File: config.mk
export PLATFORM = sky130hd
export DESIGN_NAME = sim_ahb_arb2
export DESIGN_NICKNAME = d
export VERILOG_FILES = /design/src/rtl/sim_ahb_arb2.sv
export SDC_FILE = /design/constraint.sdc
export NUM_CORES = 1
export LEC_CHECK = 0
export BUFFER_PORTS_ARGS = -buffer_cell sky130_fd_sc_hd__buf_2
export CAP_MARGIN = 30
export CORE_AREA = 4 4 119 121
export CTS_CLUSTER_DIAMETER = 80
export DETAILED_ROUTE_END_ITERATION = 10
export DIE_AREA = 0 0 123 125
export PLACE_DENSITY = 0.68
export SYNTH_ARGS = -nofsm -noshare
export SYNTH_HDL_FRONTEND = slang
export SYNTH_SLANG_ARGS = --single-unit
File: constraint.sdc
create_clock -name clk -period 2.9 [get_ports clk]
set_input_delay 0.87 -clock clk [delete_from_list [all_inputs] [get_ports clk]]
set_output_delay 0.87 -clock clk [all_outputs]
set_load 0.005 [all_outputs]
File: src/rtl/sim_ahb_arb2.sv
// Two-master to one-slave AHB-Lite arbiter for the simulation-control slave.
// Live requests pass through combinationally; losers wait in a per-port pending buffer.
module sim_ahb_arb2 #(
  parameter int unsigned W_ADDR = 32,
  parameter int unsigned W_DATA = 32
) (
  input  logic              clk,
  input  logic              rst_n,

  input  logic [W_ADDR-1:0] s0_haddr,
  input  logic              s0_hwrite,
  input  logic [1:0]        s0_htrans,
  input  logic [2:0]        s0_hsize,
  input  logic [W_DATA-1:0] s0_hwdata,
  output logic              s0_hready,
  output logic              s0_hresp,
  output logic [W_DATA-1:0] s0_hrdata,

  input  logic [W_ADDR-1:0] s1_haddr,
  input  logic              s1_hwrite,
  input  logic [1:0]        s1_htrans,
  input  logic [2:0]        s1_hsize,
  input  logic [W_DATA-1:0] s1_hwdata,
  output logic              s1_hready,
  output logic              s1_hresp,
  output logic [W_DATA-1:0] s1_hrdata,

  output logic [W_ADDR-1:0] ahblm_haddr,
  output logic              ahblm_hwrite,
  output logic [1:0]        ahblm_htrans,
  output logic [2:0]        ahblm_hsize,
  output logic [W_DATA-1:0] ahblm_hwdata,
  input  logic              ahblm_hready,
  input  logic              ahblm_hresp,
  input  logic [W_DATA-1:0] ahblm_hrdata
);

  typedef enum logic [2:0] {GntNone, GntPend0, GntPend1, GntLive0, GntLive1} gnt_e;
  typedef enum logic [1:0] {OwnNone, Own0, Own1} own_e;

  logic              pend0_v_q, pend0_v_d, pend1_v_q, pend1_v_d;
  logic [W_ADDR-1:0] pend0_addr_q, pend0_addr_d, pend1_addr_q, pend1_addr_d;
  logic              pend0_write_q, pend0_write_d, pend1_write_q, pend1_write_d;
  logic [2:0]        pend0_size_q, pend0_size_d, pend1_size_q, pend1_size_d;
  own_e              own_q, own_d;

  logic live0, live1;
  gnt_e gnt;

  always_comb begin
    s0_hready = (own_q == Own0) ? ahblm_hready : ~pend0_v_q;
    s1_hready = (own_q == Own1) ? ahblm_hready : ~pend1_v_q;
    s0_hresp  = (own_q == Own0) ? ahblm_hresp  : 1'b0;
    s1_hresp  = (own_q == Own1) ? ahblm_hresp  : 1'b0;
    s0_hrdata = (own_q == Own0) ? ahblm_hrdata : '0;
    s1_hrdata = (own_q == Own1) ? ahblm_hrdata : '0;
    unique case (own_q)
      Own0:    ahblm_hwdata = s0_hwdata;
      Own1:    ahblm_hwdata = s1_hwdata;
      default: ahblm_hwdata = '0;
    endcase
  end

  // A port with a valid buffer has hready low, so its live input is meaningless.
  assign live0 = s0_htrans[1] & s0_hready & ~pend0_v_q;
  assign live1 = s1_htrans[1] & s1_hready & ~pend1_v_q;

  // Fixed priority: buffered requests first so a waiting port cannot starve.
  always_comb begin
    gnt = GntNone;
    if (rst_n && ahblm_hready) begin
      if (pend0_v_q)      gnt = GntPend0;
      else if (pend1_v_q) gnt = GntPend1;
      else if (live0)     gnt = GntLive0;
      else if (live1)     gnt = GntLive1;
    end
  end

  always_comb begin
    ahblm_haddr  = '0;
    ahblm_hwrite = 1'b0;
    ahblm_hsize  = 3'b000;
    ahblm_htrans = 2'b00;
    unique case (gnt)
      GntPend0: begin
        ahblm_haddr  = pend0_addr_q;
        ahblm_hwrite = pend0_write_q;
        ahblm_hsize  = pend0_size_q;
        ahblm_htrans = 2'b10;
      end
      GntPend1: begin
        ahblm_haddr  = pend1_addr_q;
        ahblm_hwrite = pend1_write_q;
        ahblm_hsize  = pend1_size_q;
        ahblm_htrans = 2'b10;
      end
      GntLive0: begin
        ahblm_haddr  = s0_haddr;
        ahblm_hwrite = s0_hwrite;
        ahblm_hsize  = s0_hsize;
        ahblm_htrans = 2'b10;
      end
      GntLive1: begin
        ahblm_haddr  = s1_haddr;
        ahblm_hwrite = s1_hwrite;
        ahblm_hsize  = s1_hsize;
        ahblm_htrans = 2'b10;
      end
      default: ;
    endcase
  end

  always_comb begin
    own_d = own_q;
    if (ahblm_hready) begin
      unique case (gnt)
        GntPend0, GntLive0: own_d = Own0;
        GntPend1, GntLive1: own_d = Own1;
        default:            own_d = OwnNone;
      endcase
    end

    pend0_v_d     = pend0_v_q;
    pend0_addr_d  = pend0_addr_q;
    pend0_write_d = pend0_write_q;
    pend0_size_d  = pend0_size_q;
    if (gnt == GntPend0) pend0_v_d = 1'b0;
    if (live0 && gnt != GntLive0) begin
      pend0_v_d     = 1'b1;
      pend0_addr_d  = s0_haddr;
      pend0_write_d = s0_hwrite;
      pend0_size_d  = s0_hsize;
    end

    pend1_v_d     = pend1_v_q;
    pend1_addr_d  = pend1_addr_q;
    pend1_write_d = pend1_write_q;
    pend1_size_d  = pend1_size_q;
    if (gnt == GntPend1) pend1_v_d = 1'b0;
    if (live1 && gnt != GntLive1) begin
      pend1_v_d     = 1'b1;
      pend1_addr_d  = s1_haddr;
      pend1_write_d = s1_hwrite;
      pend1_size_d  = s1_hsize;
    end
  end

  always_ff @(posedge clk or negedge rst_n) begin
    if (!rst_n) begin
      own_q         <= OwnNone;
      pend0_v_q     <= 1'b0;
      pend0_addr_q  <= '0;
      pend0_write_q <= 1'b0;
      pend0_size_q  <= 3'b000;
      pend1_v_q     <= 1'b0;
      pend1_addr_q  <= '0;
      pend1_write_q <= 1'b0;
      pend1_size_q  <= 3'b000;
    end else begin
      own_q         <= own_d;
      pend0_v_q     <= pend0_v_d;
      pend0_addr_q  <= pend0_addr_d;
      pend0_write_q <= pend0_write_d;
      pend0_size_q  <= pend0_size_d;
      pend1_v_q     <= pend1_v_d;
      pend1_addr_q  <= pend1_addr_d;
      pend1_write_q <= pend1_write_d;
      pend1_size_q  <= pend1_size_d;
    end
  end

endmodule
==> impl_metrics.env, run 1 <==
export IMPL_status="finished, final reports clean"
export IMPL_grt_overflow_total=0
export IMPL_syn_area_per_cell_um2=9.15
export IMPL_cts_made_buffers=9
export IMPL_drc_errors=0
export IMPL_synth_seq_cells=76
export IMPL_clock_fmax_mhz=354
export IMPL_core_area_um2=13100
export IMPL_power_mw=5.43
export IMPL_fin_ws_ps=72.2
export IMPL_syn_area_um2=4930
export IMPL_yosysUniqueCellTypes=28
export IMPL_min_path_type="flip-flop to flip-flop"
export IMPL_grt_use_total=0.244
export IMPL_period_minus_slack_ps=2830
export IMPL_syn_nets=717
export IMPL_placedCellCount=994
export IMPL_grt_pass1_wl_um=29100
export IMPL_io_buffers=310
export IMPL_routabilityCongestion=0.849
export IMPL_cts_tree="built"
export IMPL_area_growth_pct=45.3
export IMPL_drive_above_1_share=0.509
export IMPL_irDropWorstVdd_mv=0.424
export IMPL_h_tree_depth=3
export IMPL_cts_hold_buffers_added=0
export IMPL_first_pass_iters=5
export IMPL_finalSetupViolations=0
export IMPL_grt_setup_unrepaired="no"
export IMPL_cts_buffer_depth=2
export IMPL_fp_dieW_um=123
export IMPL_maxCapViolCount=0
export IMPL_vias=5319
export IMPL_holdWs_ps=485
export IMPL_dp_hpwl_um=14800
export IMPL_cts_sinks=76
export IMPL_fin_skew_ps=3.50
export IMPL_required_ps=2030
export IMPL_io_pins=314
export IMPL_antenna_found_initial=1
export IMPL_grt_max_degree=54
export IMPL_drt_iter0_drc=255
export IMPL_clk_latency_ps=330
export IMPL_avgViaCountPerCell=5.25
export IMPL_die_h_um=125
export IMPL_powerDensity_nw_per_um2=757
export IMPL_start_util=0.377
export IMPL_yosysWarnings=0
export IMPL_finalCritPeriodShare=0.975
export IMPL_finalHoldViolCount=0
export IMPL_startpoint_type="input pin"
export IMPL_syn_inst=539
export IMPL_path_class="input pin to primary output"
export IMPL_wl_per_cell_um=19.8
export IMPL_grt_pass1_vias=5295
export IMPL_pre_cts_ws_ps=84.8
export IMPL_cts_root_buf="clkbuf_16"
export IMPL_rows=42
export IMPL_n_antenna_cell=0
export IMPL_slew_violations=0
export IMPL_p_leak_nw=3.59
export IMPL_synth_seq_area_share=0.386
export IMPL_critPathMaxFanout=18
export IMPL_dieArea_um2=15400
export IMPL_clkTransAtPathRegs_ps=60
export IMPL_fillers=1249
export IMPL_nNetsFinal=1010
export IMPL_arrival_ps=1960
export IMPL_antenna_left=0
export IMPL_endpoint_kind="primary output"
export IMPL_wl_um=20100
export IMPL_post_layout_nonfiller_instances=1013
export IMPL_setup_tns_ps=0
[stage by stage]
| step | area [µm²] | util |
|---|---|---|
| floorplan | 4930 | - |
| global placement | 6740 | 0.515 |
| detailed placement | 6760 | 0.517 |
| CTS | 7070 | 0.541 |
| global route | 7160 | 0.548 |
| finish | 7160 | 0.548 |
[cells in the final DEF, fill, tap and decap left out]
cell type / count
a211o_1: 1
o21a_1: 1
o32ai_1: 1
o21ai_0: 35
nand2_1: 37
o2111ai_4: 1
a21oi_1: 38
and2_1: 67
buf_4: 13
nor3b_4: 1
dfrtp_1: 75
ha_4: 2
a221oi_4: 1
clkbuf_8: 2
inv_1: 6
nand2b_1: 4
nor2_1: 33
mux2i_1: 1
buf_2: 309
a31oi_1: 38
mux2_2: 70
conb_1: 1
inv_6: 2
o21ai_1: 3
bufinv_16: 1
dfrtp_2: 1
clkinv_2: 2
clkbuf_16: 11
a22oi_1: 32
mux2_1: 2
nand3b_1: 36
buf_16: 1
buf_12: 9
[cell families (layout without fill, tap and decap cells)]
kind of cell	after synthesis	count (layout)	share of synthesized area
adders and majority gates	2	2	0.00507
and+or+nand+nor	178	178	0.201
muxes	73	73	0.166
other	1	1	0.000760
buffers and inverters	58	356	0.0540
AOI/OAI and AO/OA	151	151	0.187
DFF	76	76	0.386
[worst paths after layout]
| kind | slack (ps) | cells after the start | from | to |
|---|---|---|---|---|
| worst min-delay path | 480 | 1 | pend1_addr_q[0]$_DFFE_PN0P_ | pend1_addr_q[0]$_DFFE_PN0P_ |
| worst max-delay path | 70 | 7 | s0_htrans[1] | ahblm_haddr[9] |
| worst min register to register | 480 | 1 | pend1_addr_q[0]$_DFFE_PN0P_ | pend1_addr_q[0]$_DFFE_PN0P_ |
| worst max register to register | 950 | 5 | pend1_v_q$_DFFE_PN0P_ | pend1_addr_q[6]$_DFFE_PN0P_ |
| min in group asynchronous | 560 | 2 | rst_n | pend1_addr_q[13]$_DFFE_PN0P_ |
| max in group asynchronous | 1740 | 3 | rst_n | pend1_v_q$_DFFE_PN0P_ |
[Yosys cell counts]
master,n,area [µm²]
dfrtp_1,76,1900
mux2_2,70,788
and2_1,67,419
clkbuf_1,40,150
a21oi_1,38,190
a31oi_1,38,238
nand2_1,37,139
nand3b_1,36,270
o21ai_0,35,175
nor2_1,33,124
a22oi_1,32,240
inv_1,6,22.5
buf_6,5,56.3
nand2b_1,4,25.0
buf_2,3,15.0
o21ai_1,3,15.0
buf_1,2,7.51
buf_4,2,15.0
ha_1,2,25.0
mux2_1,2,22.5
a211o_1,1,8.76
a221oi_4,1,26.3
conb_1,1,3.75
mux2i_1,1,10.0
nor3b_2,1,12.5
o2111ai_2,1,15.0
o21a_1,1,7.51
o32ai_1,1,8.76
[layer usage]
metal  vias to the layer above  GRT usage  share of wire
met5                         -          0        0.00065
li1                       2511          -              -
met2                       234      0.407           0.49
met3                        35     0.0714          0.091
met1                      2537      0.297           0.39
met4                         2     0.0932          0.032
[final cells by class]
type	count	area, µm²	share of cell area
well taps	176	220	0.0307
inverters	6	22.5	0.00314
flip-flops and latches	76	1900	0.266
clock inverters	5	57.6	0.00803
clock buffers	11	253	0.0353
repair buffers	334	1900	0.265
multi-input cells	405	2810	0.392
[state kept, by name (all words and copies together) (netlist names)]
signal / cells
pend1_v_q: 1
pend1_write_q: 1
pend0_write_q: 1
pend0_addr_q: 32
own_q: 2
pend0_v_q: 1
pend1_size_q: 3
pend0_size_q: 3
pend1_addr_q: 32
[critical path: stages]
cell and delay, ps:
buf_2 130, nor3b_4 210, buf_12 150, clkbuf_16 190, a21oi_1 80, a31oi_1 170
buf_2 150
[power breakdown]
part / internal (mW) / total, mW / switching (mW)
Clock: 0.717 / 1.17 / 0.452
Sequential: 1.59 / 1.84 / 0.248
Combinational: 1.21 / 2.42 / 1.21
[repair_timing]
item                                    CTS  global route
endpoints found under the setup margin    0            20
resized for setup                         0             2
buffers inserted                          0             1
No activity file was read; power rests on OpenSTA's default activity.
==> run 2, diff against run 1 <==
==> constraint.sdc (replaced) <==
create_clock -name clk -period 3.2 [get_ports clk]
set_input_delay 0.96 -clock clk [delete_from_list [all_inputs] [get_ports clk]]
set_output_delay 0.96 -clock clk [all_outputs]
set_load 0.005 [all_outputs]
==> run 2 against run 1 <==
Combinational power down 12%. Routed wire length down 2.1%. Non-clock buffer count down 6. Total power down 14%. Register-to-register slack about the same. Clock skew up 0.71 ps. Via count down 0.43%. Setup slack better by 120 ps. Critical path depth down 1. Sequential power down 9.8%. Die area unchanged.
==> impl_metrics.env, run 2 (same netlist as run 1, synthesis figures left out) <==
export IMPL_dp_hpwl_um=14700
export IMPL_avgViaCountPerCell=5.26
export IMPL_maxCapViolCount=0
export IMPL_post_cts_resized=0
export IMPL_clkTransAtPathRegs_ps=50
export IMPL_placedCellCount=991
export IMPL_finalCritPeriodShare=0.939
export IMPL_cts_made_buffers=9
export IMPL_antenna_left=0
export IMPL_start_util=0.377
export IMPL_area_growth_pct=40.9
export IMPL_setup_tns_ps=0
export IMPL_period_minus_slack_ps=3010
export IMPL_routabilityCongestion=0.834
export IMPL_startpoint="s0_htrans[1]"
export IMPL_die_h_um=125
export IMPL_mostFrequentLayoutCells="buf_2, dfrtp_1, mux2_2"
export IMPL_io_buffers=310
export IMPL_wl_um=19700
export IMPL_nNetsFinal=1004
export IMPL_rows=42
export IMPL_arrival_ps=2050
export IMPL_finalHoldViolCount=0
export IMPL_cts_root_buf="clkbuf_16"
export IMPL_vias=5296
export IMPL_min_path_type="flip-flop to flip-flop"
export IMPL_first_pass_iters=4
export IMPL_required_ps=2240
export IMPL_cts_buffer_depth=2
export IMPL_fillers=1238
export IMPL_endpoint_kind="primary output"
export IMPL_grt_max_degree=53
export IMPL_irDropWorstVdd_mv=0.426
export IMPL_cts_sinks=76
export IMPL_slew_violations=0
export IMPL_relSlewSlack=0.567
export IMPL_drc_errors=0
export IMPL_grt_overflow_total=0
export IMPL_core_area_um2=13100
export IMPL_fin_skew_ps=4.21
export IMPL_grt_setup_unrepaired="no"
export IMPL_fp_dieW_um=123
export IMPL_drive_above_1_share=0.501
export IMPL_drt_iter0_drc=295
export IMPL_antenna_found_initial=1
export IMPL_postCtsSetupRepairBufs=0
export IMPL_cts_tree="built"
export IMPL_p_leak_nw=3.49
export IMPL_status="finished, final reports clean"
export IMPL_clock_fmax_mhz=333
export IMPL_post_layout_nonfiller_instances=1006
export IMPL_cts_hold_buffers_added=0
export IMPL_finalSetupViolations=0
export IMPL_powerDensity_nw_per_um2=672
export IMPL_final_common_cell="buf_2"
export IMPL_clk_latency_ps=330
export IMPL_grt_pass1_wl_um=28700
export IMPL_min_from="pend1_write_q$_DFFE_PN0P_"
export IMPL_largestRegisters="pend0_addr_q: 32 flops, pend1_addr_q: 32 flops"
export IMPL_h_tree_depth=3
export IMPL_dieArea_um2=15400
export IMPL_grt_use_total=0.240
export IMPL_path_class="input pin to primary output"
export IMPL_critPathMaxFanout=28
export IMPL_worst_pin_slew_ps=649
export IMPL_rr_startpoint="own_q[1]$_DFFE_PN0P_"
export IMPL_n_antenna_cell=0
export IMPL_utilization=0.531
export IMPL_wl_per_cell_um=19.6
export IMPL_grt_pass1_vias=5088
export IMPL_io_pins=314
export IMPL_startpoint_type="input pin"
## run 2: worst paths after layout
path	end	slack (ps)	depth (start not counted)
max	ahblm_haddr[31]	190	6
min in group asynchronous	pend0_addr_q[11]$_DFFE_PN0P_	670	2
min	pend1_write_q$_DFFE_PN0P_	490	1
min reg2reg	pend1_write_q$_DFFE_PN0P_	490	1
max reg2reg	pend0_addr_q[5]$_DFFE_PN0P_	940	7
max in group asynchronous	pend1_v_q$_DFFE_PN0P_	1530	3
## run 2: where the power goes
group	switching, mW	internal, mW
clock network	0.377	0.517
logic	1.08	1.03
registers	0.219	1.44
total	1.68	2.99
## run 2: cell type report
class / count / area [µm²] / share of cell area
Timing Repair Buffer: 328 / 1760 / 0.254
Multi-Input combinational cell: 405 / 2790 / 0.401
Tap cell: 176 / 220 / 0.0317
Inverter: 6 / 22.5 / 0.00324
Clock inverter: 3 / 15.0 / 0.00216
Clock buffer: 12 / 236 / 0.0340
Sequential cell: 76 / 1900 / 0.274
## run 2: through the flow
stage,hold WS [ps],worst slack [ps],total power [mW],cell area (µm²)
floorplan,458,329,2.99,4930
global placement,469,188,3.74,6700
detailed placement,477,203,3.80,6700
CTS,490,200,4.72,6950
global route,505,44.7,5.01,6950
finish,490,195,4.67,6950
## run 2: metal layers
layer	up-vias	track usage	share of wire
li1	2487	-	-
met1	2558	0.303	0.40
met2	227	0.408	0.50
met3	22	0.0664	0.091
met4	2	0.0547	0.015
met5	-	0	0.00056
## run 2: worst max-delay path: stages
cell and delay (ps):
buf_2 130, nor3b_4 250, buf_12 220, a21oi_1 90, a31oi_1 230, buf_2 150
